$ cat config.mk
export PLATFORM = sky130hd
export DESIGN_NAME = keypad_scanner_param
export DESIGN_NICKNAME = d
export VERILOG_FILES = /design/src/rtl/keypad_scanner_param.sv
export SDC_FILE = /design/constraint.sdc
export NUM_CORES = 1
export LEC_CHECK = 0
export ABC_CLOCK_PERIOD_IN_PS = 5150
export CAP_MARGIN = 25
export CELL_PAD_IN_SITES_DETAIL_PLACEMENT = 1
export CELL_PAD_IN_SITES_GLOBAL_PLACEMENT = 1
export CORE_AREA = 4 4 74 76
export CTS_BUF_LIST = sky130_fd_sc_hd__clkbuf_4 sky130_fd_sc_hd__clkbuf_8
export CTS_CLUSTER_SIZE = 12
export DETAILED_ROUTE_END_ITERATION = 10
export DIE_AREA = 0 0 78 80
export MAX_ROUTING_LAYER = met4
export PLACE_DENSITY = 0.79
export SLEW_MARGIN = 20
export SYNTH_ARGS = -nofsm -noshare
export SYNTH_HDL_FRONTEND = slang
export SYNTH_SLANG_ARGS = --single-unit
$ cat constraint.sdc
create_clock -name clk -period 5.15 [get_ports clk]
set_clock_uncertainty 0.15 [all_clocks]
set_input_delay 1.03 -clock clk [delete_from_list [all_inputs] [get_ports clk]]
set_output_delay 1.03 -clock clk [all_outputs]
set_load 0.005 [all_outputs]
$ cat src/rtl/keypad_scanner_param.sv
// Row-scanning keypad controller: drives one row low at a time, debounces the
// first closed column, and reports accepted keys with optional auto-repeat.
module keypad_scanner_param #(
    parameter int ROWS         = 4,
    parameter int COLS         = 4,
    parameter int SETTLE_CYC   = 2,
    parameter int DEBOUNCE_CYC = 50000,
    parameter int REPEAT_CYC   = 0,
    parameter int DIGITS       = 2,
    localparam int KW          = $clog2(ROWS * COLS)
) (
    input  logic                 clk,
    input  logic                 reset,
    input  logic [COLS-1:0]      col_sync,
    output logic [ROWS-1:0]      r_sel,
    output logic                 key_valid,
    output logic [KW-1:0]        key_idx,
    output logic                 key_held,
    output logic [DIGITS*KW-1:0] digits,
    output logic [2:0]           dbg_state
);

    localparam int RW     = $clog2(ROWS);
    localparam int CW     = $clog2(COLS);
    localparam int MAX_DR = (DEBOUNCE_CYC > REPEAT_CYC) ? DEBOUNCE_CYC : REPEAT_CYC;
    localparam int MAXC   = (MAX_DR > SETTLE_CYC) ? MAX_DR : SETTLE_CYC;
    localparam int CNTW   = $clog2(MAXC + 1);

    localparam logic [CNTW-1:0] SET_LAST = CNTW'(SETTLE_CYC - 1);
    localparam logic [CNTW-1:0] DEB_LAST = CNTW'(DEBOUNCE_CYC - 1);
    localparam logic [CNTW-1:0] REL_LAST = CNTW'(DEBOUNCE_CYC - 2);
    localparam logic [CNTW-1:0] REP_LAST = CNTW'((REPEAT_CYC > 0) ? REPEAT_CYC - 1 : 0);

    typedef enum logic [2:0] {
        SCAN     = 3'd0,
        SETTLE   = 3'd1,
        DEBOUNCE = 3'd2,
        HELD     = 3'd3,
        RELEASE  = 3'd4
    } state_t;

    state_t               state;
    logic [RW-1:0]        row;
    logic [RW-1:0]        row_next;
    logic [CNTW-1:0]      cnt;
    logic [COLS-1:0]      cap_pat;
    logic [CW-1:0]        cap_col;
    logic [COLS-1:0]      low_pat;
    logic [CW-1:0]        low_col;
    logic [KW-1:0]        key_new;
    logic [DIGITS*KW-1:0] digits_sh;

    function automatic logic [ROWS-1:0] row_drive(input logic [RW-1:0] r);
        row_drive    = '1;
        row_drive[r] = 1'b0;
    endfunction

    // Lowest-index closed column wins; any extra closed columns later abort debounce.
    always_comb begin
        low_pat = '0;
        low_col = '0;
        for (int c = COLS - 1; c >= 0; c--) begin
            if (col_sync[c]) begin
                low_pat    = '0;
                low_pat[c] = 1'b1;
                low_col    = CW'(c);
            end
        end
    end

    always_comb begin
        row_next  = (row == RW'(ROWS - 1)) ? '0 : row + 1'b1;
        key_new   = KW'(row) * KW'(COLS) + KW'(cap_col);
        digits_sh = digits << KW;
        digits_sh[KW-1:0] = key_new;
    end

    assign dbg_state = state;

    always_ff @(posedge clk) begin
        if (reset) begin
            state     <= SCAN;
            row       <= '0;
            r_sel     <= row_drive('0);
            cnt       <= '0;
            cap_pat   <= '0;
            cap_col   <= '0;
            key_valid <= 1'b0;
            key_idx   <= '0;
            key_held  <= 1'b0;
            digits    <= '0;
        end else begin
            key_valid <= 1'b0;
            case (state)
                SCAN: begin
                    cnt <= '0;
                    if (col_sync == '0) begin
                        state <= SETTLE;
                    end else begin
                        cap_pat <= low_pat;
                        cap_col <= low_col;
                        state   <= DEBOUNCE;
                    end
                end
                SETTLE: begin
                    if (cnt == SET_LAST) begin
                        cnt   <= '0;
                        row   <= row_next;
                        r_sel <= row_drive(row_next);
                        state <= SCAN;
                    end else begin
                        cnt <= cnt + 1'b1;
                    end
                end
                DEBOUNCE: begin
                    if (col_sync != cap_pat) begin
                        cnt   <= '0;
                        state <= SCAN;
                    end else if (cnt == DEB_LAST) begin
                        key_valid <= 1'b1;
                        key_idx   <= key_new;
                        digits    <= digits_sh;
                        key_held  <= 1'b1;
                        cnt       <= '0;
                        state     <= HELD;
                    end else begin
                        cnt <= cnt + 1'b1;
                    end
                end
                HELD: begin
                    if (col_sync == '0) begin
                        cnt   <= '0;
                        state <= RELEASE;
                    end else if (REPEAT_CYC > 0) begin
                        if (cnt == REP_LAST) begin
                            key_valid <= 1'b1;
                            key_idx   <= key_new;
                            digits    <= digits_sh;
                            cnt       <= '0;
                        end else begin
                            cnt <= cnt + 1'b1;
                        end
                    end
                end
                RELEASE: begin
                    // The HELD cycle that first saw the columns open counts as quiet cycle one.
                    if (col_sync != '0) begin
                        cnt   <= '0;
                        state <= HELD;
                    end else if (cnt == REL_LAST) begin
                        key_held <= 1'b0;
                        cnt      <= '0;
                        state    <= SETTLE;
                    end else begin
                        cnt <= cnt + 1'b1;
                    end
                end
                default: begin
                    cnt   <= '0;
                    state <= SCAN;
                end
            endcase
        end
    end

endmodule

==> results.py, run 1 <==
metrics = {
    "setup_path": {
        "crit_required_ps": 5240,
        "crit_path_max_incr_delay_ps": 540,
        "cp-end-kind": "register",
        "crit_chain": "clkdlybuf4s50_1, nor4_1, nand3_1, a31oi_1, o31a_1, a21o_1, a22o_1",
        "critPathSlowestCell": "clkdlybuf4s50_1",
        "path_max_fanout": 11,
        "criticalPathCategory": "primary input to register",
        "start_kind": "primary input",
        "crit_arrival_ps": 3210,
    },
    "sta": {
        "fmax_mhz": 320.4,
        "grt_setup_unrepaired": "false",
        "fin_crit_sh_pct": 60.60,
        "worst_pin_slew_ps": 961.9,
        "fin_setup_tns_ps": 0,
        "slew_headroom_pct": 35.38,
        "hold_viol_final": 0,
        "fin_crit_ps": 3121,
        "setup_violations": 0,
        "final_max_slew_viol_count": 0,
    },
    "routing": {
        "wl_mm": 5.009,
        "post-route-drc-count": 0,
        "via_count": 1804,
        "drtPass1Iterations": 4,
        "wl_met2_mm": 2.380,
        "top_layer": "met4",
        "postRouteAntennaNets": 0,
        "wl_met3_um": 182,
        "vias_per_cell": 5.417,
        "drt-met1-wl_mm": 2.378,
        "drt_iter0_drc": 96,
        "wire_per_inst_um": 15.04,
    },
    "clocking": {
        "cts_buffer_depth": 2,
        "cts_setup_buffers": 0,
        "cts_hold_buf": 0,
        "cts.sink_count": 41,
        "cts_resized": 0,
        "clkTransAtPathRegs_ps": 80,
        "clkLatencyLatePin_ps": 300,
        "ctsRootBufferMaster": "clkbuf_8",
        "cts_tree": "yes",
        "cts.htree.levels": 2,
        "cts_inserted_buffers": 5,
    },
    "pwr": {
        "peakVddDrop_mv": 0.1383,
        "combinationalPowerShare_pct": 8.5,
        "powerDensity_nw_per_um2": 247.4,
        "seq_power_share_pct": 54.0,
        "pwr-share-clk_pct": 37.5,
        "p_leak_nw": 0.9029,
        "sw_frac_of_total_pct": 25.78,
        "internal_power_mw": 0.4533,
        "switching_power_mw": 0.1574,
        "total_power_mw": 0.6108,
    },
    "logic_synthesis": {
        "syn_inst": 245,
        "synth_edf_count": 0,
        "async_flop_share_pct": 0,
        "syn_area_um2": 2098,
        "synth.distinct_cells": 51,
        "synth_seq_area_share_pct": 39.12,
        "postSynthAreaPerCell_um2": 8.564,
        "synth_top_area_share_pct": 39.12,
        "ys_ff_latch": 41,
        "synth_area_leaders": "dfxtp_1 39%, mux2i_1 5.2%, nand2_1 5.0%",
        "ys.flop_type": "dfxtp_1",
        "syn_nets": 258,
        "ys_warn_count": 0,
        "yosys.area.top_type": "dfxtp_1",
    },
    "die": {
        "initial_core_util_pct": 44.42,
        "die_x_um": 78,
        "ios": 27,
        "dieArea_um2": 6240,
        "coreArea_um2": 4723,
        "fp-row-count": 25,
        "die-height_um": 80,
    },
    "layout": {
        "multiInputGateArea_um2": 1151,
        "fillers": 553,
        "nets": 278,
        "final-seq-area_um2": 820.8,
        "n_antenna_cell": 0,
        "drive_above_1_share_pct": 6.391,
        "final_core_util_pct": 52.26,
        "syn2layout_area_growth_pct": 17.65,
    },
    "place": {
        "dp_hpwl_mm": 3.738,
        "port_buffers": 26,
        "finalWeightedCongestion": 0.8052,
    },
    "global_routing": {
        "grt_max_degree": 17,
        "antenna_found_initial": 0,
        "grt_usage_pct": 17.41,
        "grt_pass1_wl_mm": 8.355,
        "grt_pass1_vias": 1738,
        "grt_overflow_total": 0,
    },
    "outcome": {
        "status": "completed",
    },
    "run": {
        "maxCapViolations": 0,
    },
    "hold_path": {
        "hp-class": "register to register",
    },
}
path summary, 6_finish.rpt:
path                   end  depth (start not counted)         from  slack [ps]
hold reg to reg   r_sel[1]                          2     r_sel[1]         340
hold / removal    r_sel[1]                          2     r_sel[1]         340
setup reg to reg    cnt[4]                          8       cnt[1]        2600
setup / recovery    cnt[4]                          7  col_sync[0]        2030
registers in the layout, summed over array words and instances, names as in the netlist:
register   count
cap_col        2
cap_pat        4
cnt           16
dbg_state      3
digits         5
key_held       1
key_idx        3
key_valid      1
r_sel          4
row            2
kinds of logic after synthesis:
logic type      count (synthesis)  synth area share [%]
simple gates                  107                 28.03
compound gates                 43                 13.66
flops                          41                 39.12
buf+inv                        27                 6.023
mux                            11                 5.248
xor+xnor                        9                 3.756
fa+ha+maj                       7                 4.174
stage by stage:
step / instance area [µm²] / hold WS [ps] / setup slack (ps) / std cells
2_1_floorplan: 2098 / 296.2 / 2466 / 245
5_1_grt: 2469 / 370.3 / 1762 / 333
3_3_place_gp: 2372 / 317.8 / 1768 / 325
3_5_place_dp: 2372 / 317.7 / 1696 / 325
4_1_cts: 2469 / 339.5 / 2025 / 333
6_report: 2469 / 335.9 / 2029 / 333
power by group through the flow:
stage / registers (mW) / clock network, mW / logic, mW
finish: 0.330 / 0.229 / 0.0518
global route: 0.331 / 0.250 / 0.0576
CTS: 0.330 / 0.236 / 0.0522
detailed placement: 0.337 / 0 / 0.0517
global placement: 0.337 / 0 / 0.0510
floorplan: 0.336 / 0 / 0.0354
synthesized netlist by cell type, types with 4 or more instances:
library cell / number
a21oi_1: 5
a31oi_1: 4
and3_1: 5
buf_4: 4
nor2_1: 22
o21ai_0: 6
nor3_1: 8
and2_1: 4
inv_1: 13
nor4_1: 4
xor2_1: 5
clkbuf_1: 7
xnor2_1: 4
mux2i_1: 11
dfxtp_1: 41
ha_1: 7
o21ai_1: 8
nand4_1: 5
nand2_1: 28
nand3_1: 11
o311ai_1: 4
cell usage in the layout, fill, tap and decap left out, types with 4 or more instances in the layout:
cell type         n
ha_1              7
mux2i_1          11
xnor2_1           4
xor2_1            5
nor4_1            4
o21ai_0           6
and3_1            5
nor3_1            8
a21oi_1           5
dfxtp_1          41
nand2_1          28
nand3_1          11
nand4_1           5
inv_1            13
o21ai_1           8
o311ai_1          4
and2_1            4
nor2_1           22
clkdlybuf4s50_1  26
clkbuf_8          6
a31oi_1           4
critical path: cells and delay by family:
kind	cells	cell delay, ps
AND/OR/NAND/NOR	2	610
AO/OA/AOI/OAI	4	1030
buffers and inverters	1	540
routing by layer:
| layer | global-route usage [%] | vias up |
|---|---|---|
| li1 | - | 911 |
| met1 | 20.19 | 859 |
| met2 | 29.37 | 27 |
| met3 | 4.515 | 7 |
| met4 | 5.944 | 0 |
| met5 | - | - |
area by class of cell:
cell class                      count  share of cell area, %
Clock inverter                      2                 0.5575
Multi-Input combinational cell    177                  46.63
Timing Repair Buffer               27                  10.85
Tap cell                           67                  3.396
Sequential cell                    41                  33.25
Inverter                           13                  1.977
Clock buffer                        6                  3.345
No activity file was read; power rests on OpenSTA's default activity.
==> run 2: changes to the inputs <==
--- a/config.mk
+++ b/config.mk
@@ -5,17 +5,17 @@
 export SDC_FILE = /design/constraint.sdc
 export NUM_CORES = 1
 export LEC_CHECK = 0
-export ABC_CLOCK_PERIOD_IN_PS = 5150
+export ABC_CLOCK_PERIOD_IN_PS = 3000
 export CAP_MARGIN = 25
 export CELL_PAD_IN_SITES_DETAIL_PLACEMENT = 1
 export CELL_PAD_IN_SITES_GLOBAL_PLACEMENT = 1
-export CORE_AREA = 4 4 74 76
+export CORE_AREA = 4 4 75 77
 export CTS_BUF_LIST = sky130_fd_sc_hd__clkbuf_4 sky130_fd_sc_hd__clkbuf_8
 export CTS_CLUSTER_SIZE = 12
 export DETAILED_ROUTE_END_ITERATION = 10
-export DIE_AREA = 0 0 78 80
+export DIE_AREA = 0 0 79 81
 export MAX_ROUTING_LAYER = met4
-export PLACE_DENSITY = 0.79
+export PLACE_DENSITY = 0.77
 export SLEW_MARGIN = 20
 export SYNTH_ARGS = -nofsm -noshare
 export SYNTH_HDL_FRONTEND = slang
==> constraint.sdc (replaced) <==
create_clock -name clk -period 3 [get_ports clk]
set_clock_uncertainty 0.15 [all_clocks]
set_input_delay 0.6 -clock clk [delete_from_list [all_inputs] [get_ports clk]]
set_output_delay 0.6 -clock clk [all_outputs]
set_load 0.005 [all_outputs]
==> results.py, run 2 (synthesis gave the netlist of run 1 again) <==
metrics = {
    "place": {
        "finalWeightedCongestion": 0.8372,
        "placed_cells": 338,
        "dp_hpwl_mm": 3.920,
        "port_buffers": 26,
    },
    "layout": {
        "largest_reg_flops": 16,
        "final_cell_mix": "41 x dfxtp_1, 28 x nand2_1, 26 x clkdlybuf4s50_1",
        "stdcell_count": 346,
        "reg.largest.list": "cnt: 16 flops, digits: 5 flops",
        "syn2layout_area_growth_pct": 23.37,
        "layout_commonest_cell": "dfxtp_1",
        "nets": 288,
        "n_antenna_cell": 0,
        "drive_above_1_share_pct": 9.783,
        "largest_register": "cnt",
    },
    "global_routing": {
        "met2_usage_pct": 32.83,
        "grt_overflow_total": 0,
        "use_met3_pct": 3.880,
        "grt_max_degree": 26,
        "grt_pass1_vias": 1844,
        "grt_usage_pct": 18.31,
        "antenna_found_initial": 0,
        "busiest_layer": "met2",
        "grtUsageMet1_pct": 20.91,
        "grt_pass1_wl_mm": 8.997,
    },
    "clocking": {
        "cts_tree": "yes",
        "clkLatencyLatePin_ps": 290,
        "cts_setup_buffers": 0,
        "cts.sink_count": 41,
        "cts_resized": 0,
        "cts_hold_buf": 0,
        "cts_buffer_depth": 2,
        "cts.htree.levels": 2,
        "ctsRootBufferMaster": "clkbuf_8",
        "clkTransAtPathRegs_ps": 90,
        "cts_inserted_buffers": 5,
    },
    "pwr": {
        "peakVddDrop_mv": 0.2327,
        "powerDensity_nw_per_um2": 465.5,
        "p_leak_nw": 0.9689,
    },
    "routing": {
        "drtPass1Iterations": 4,
        "postRouteAntennaNets": 0,
        "vias_per_cell": 5.364,
        "drt_iter0_drc": 78,
        "wire_per_inst_um": 15.24,
        "wl_mm": 5.273,
        "via_count": 1856,
        "post-route-drc-count": 0,
    },
    "sta": {
        "grt_setup_unrepaired": "false",
        "fmax_mhz": 379.0,
        "slew_headroom_pct": 59.11,
        "fin_setup_tns_ps": 0,
        "worst_pin_slew_ps": 610.7,
        "setup_violations": 0,
        "fin_crit_ps": 2638,
        "fin_crit_sh_pct": 87.94,
        "hold_viol_final": 0,
        "final_max_slew_viol_count": 0,
    },
    "setup_path": {
        "cp-end-kind": "register",
        "path_max_fanout": 11,
        "criticalPathCategory": "register to register",
        "start_kind": "register",
        "crit_arrival_ps": 2680,
        "crit_required_ps": 3040,
    },
    "die": {
        "die_x_um": 79,
        "coreArea_um2": 5010,
        "die-height_um": 81,
        "dieArea_um2": 6399,
        "fp-row-count": 26,
        "ios": 27,
        "initial_core_util_pct": 41.88,
    },
    "hold_path": {
        "hp-class": "register to register",
    },
    "run": {
        "maxCapViolations": 0,
    },
    "outcome": {
        "status": "completed",
    },
}
## run 2: cell count changes in the layout (fill, tap and decap cells not counted)
| cell | delta |
|---|---|
| buf_4 | +10 |
| clkinv_4 | -1 |
| bufinv_16 | +2 |
| clkinv_2 | -1 |
| inv_6 | +1 |
| clkbuf_8 | -1 |
## run 2: routing by layer
layer	up-vias	wire length, µm
met3	5	170
met1	896	2357
met4	0	42
li1	929	-
met2	26	2702
met5	-	0
## run 2: area by class of cell
class | count | area (µm²)
well taps | 70 | 87.58
flip-flops and latches | 41 | 820.8
repair buffers | 37 | 342.8
multi-input cells | 177 | 1151
clock inverters | 3 | 68.82
fillers | 607 | 2421
clock buffers | 5 | 68.82
inverters | 13 | 48.80
## run 2: final timing paths
kind                                 start         end  slack, ps  depth (start not counted)
worst min-delay path            cap_col[1]  cap_col[1]        320                          2
worst max register to register      cnt[1]      cnt[4]        360                          9
worst min register to register  cap_col[1]  cap_col[1]        320                          2
worst max-delay path                cnt[1]      cnt[4]        360                          9
## run 2: critical path, stage by stage, from the launching register on
cell      delay [ps]
dfxtp_1          370
inv_1            110
ha_1             140
nor4b_1          430
nand4_2          230
nor4bb_1         240
o31a_1           320
buf_4            180
a21o_1           180
a22o_1           180
## run 2: per-stage QoR
stage                     util (%)  hold slack, ps  worst slack, ps  total power, mW  instance area (µm²)
after global placement       48.93           310.9            194.6           0.6758                 2451
final                        51.67           324.1            361.8            1.205                 2589
after detailed placement     48.93           313.5            88.50           0.6782                 2451
after global routing         51.67           366.5            117.5            1.259                 2589
after floorplan                  -           296.2            746.2           0.6368                 2098
after CTS                    51.67           329.1            363.0            1.215                 2589
## run 2: where the power goes
part           switching [mW]  leakage, nW  internal [mW]
Clock                   0.205       0.0687          0.335
Combinational          0.0538        0.569         0.0447
Sequential             0.0123        0.332          0.554
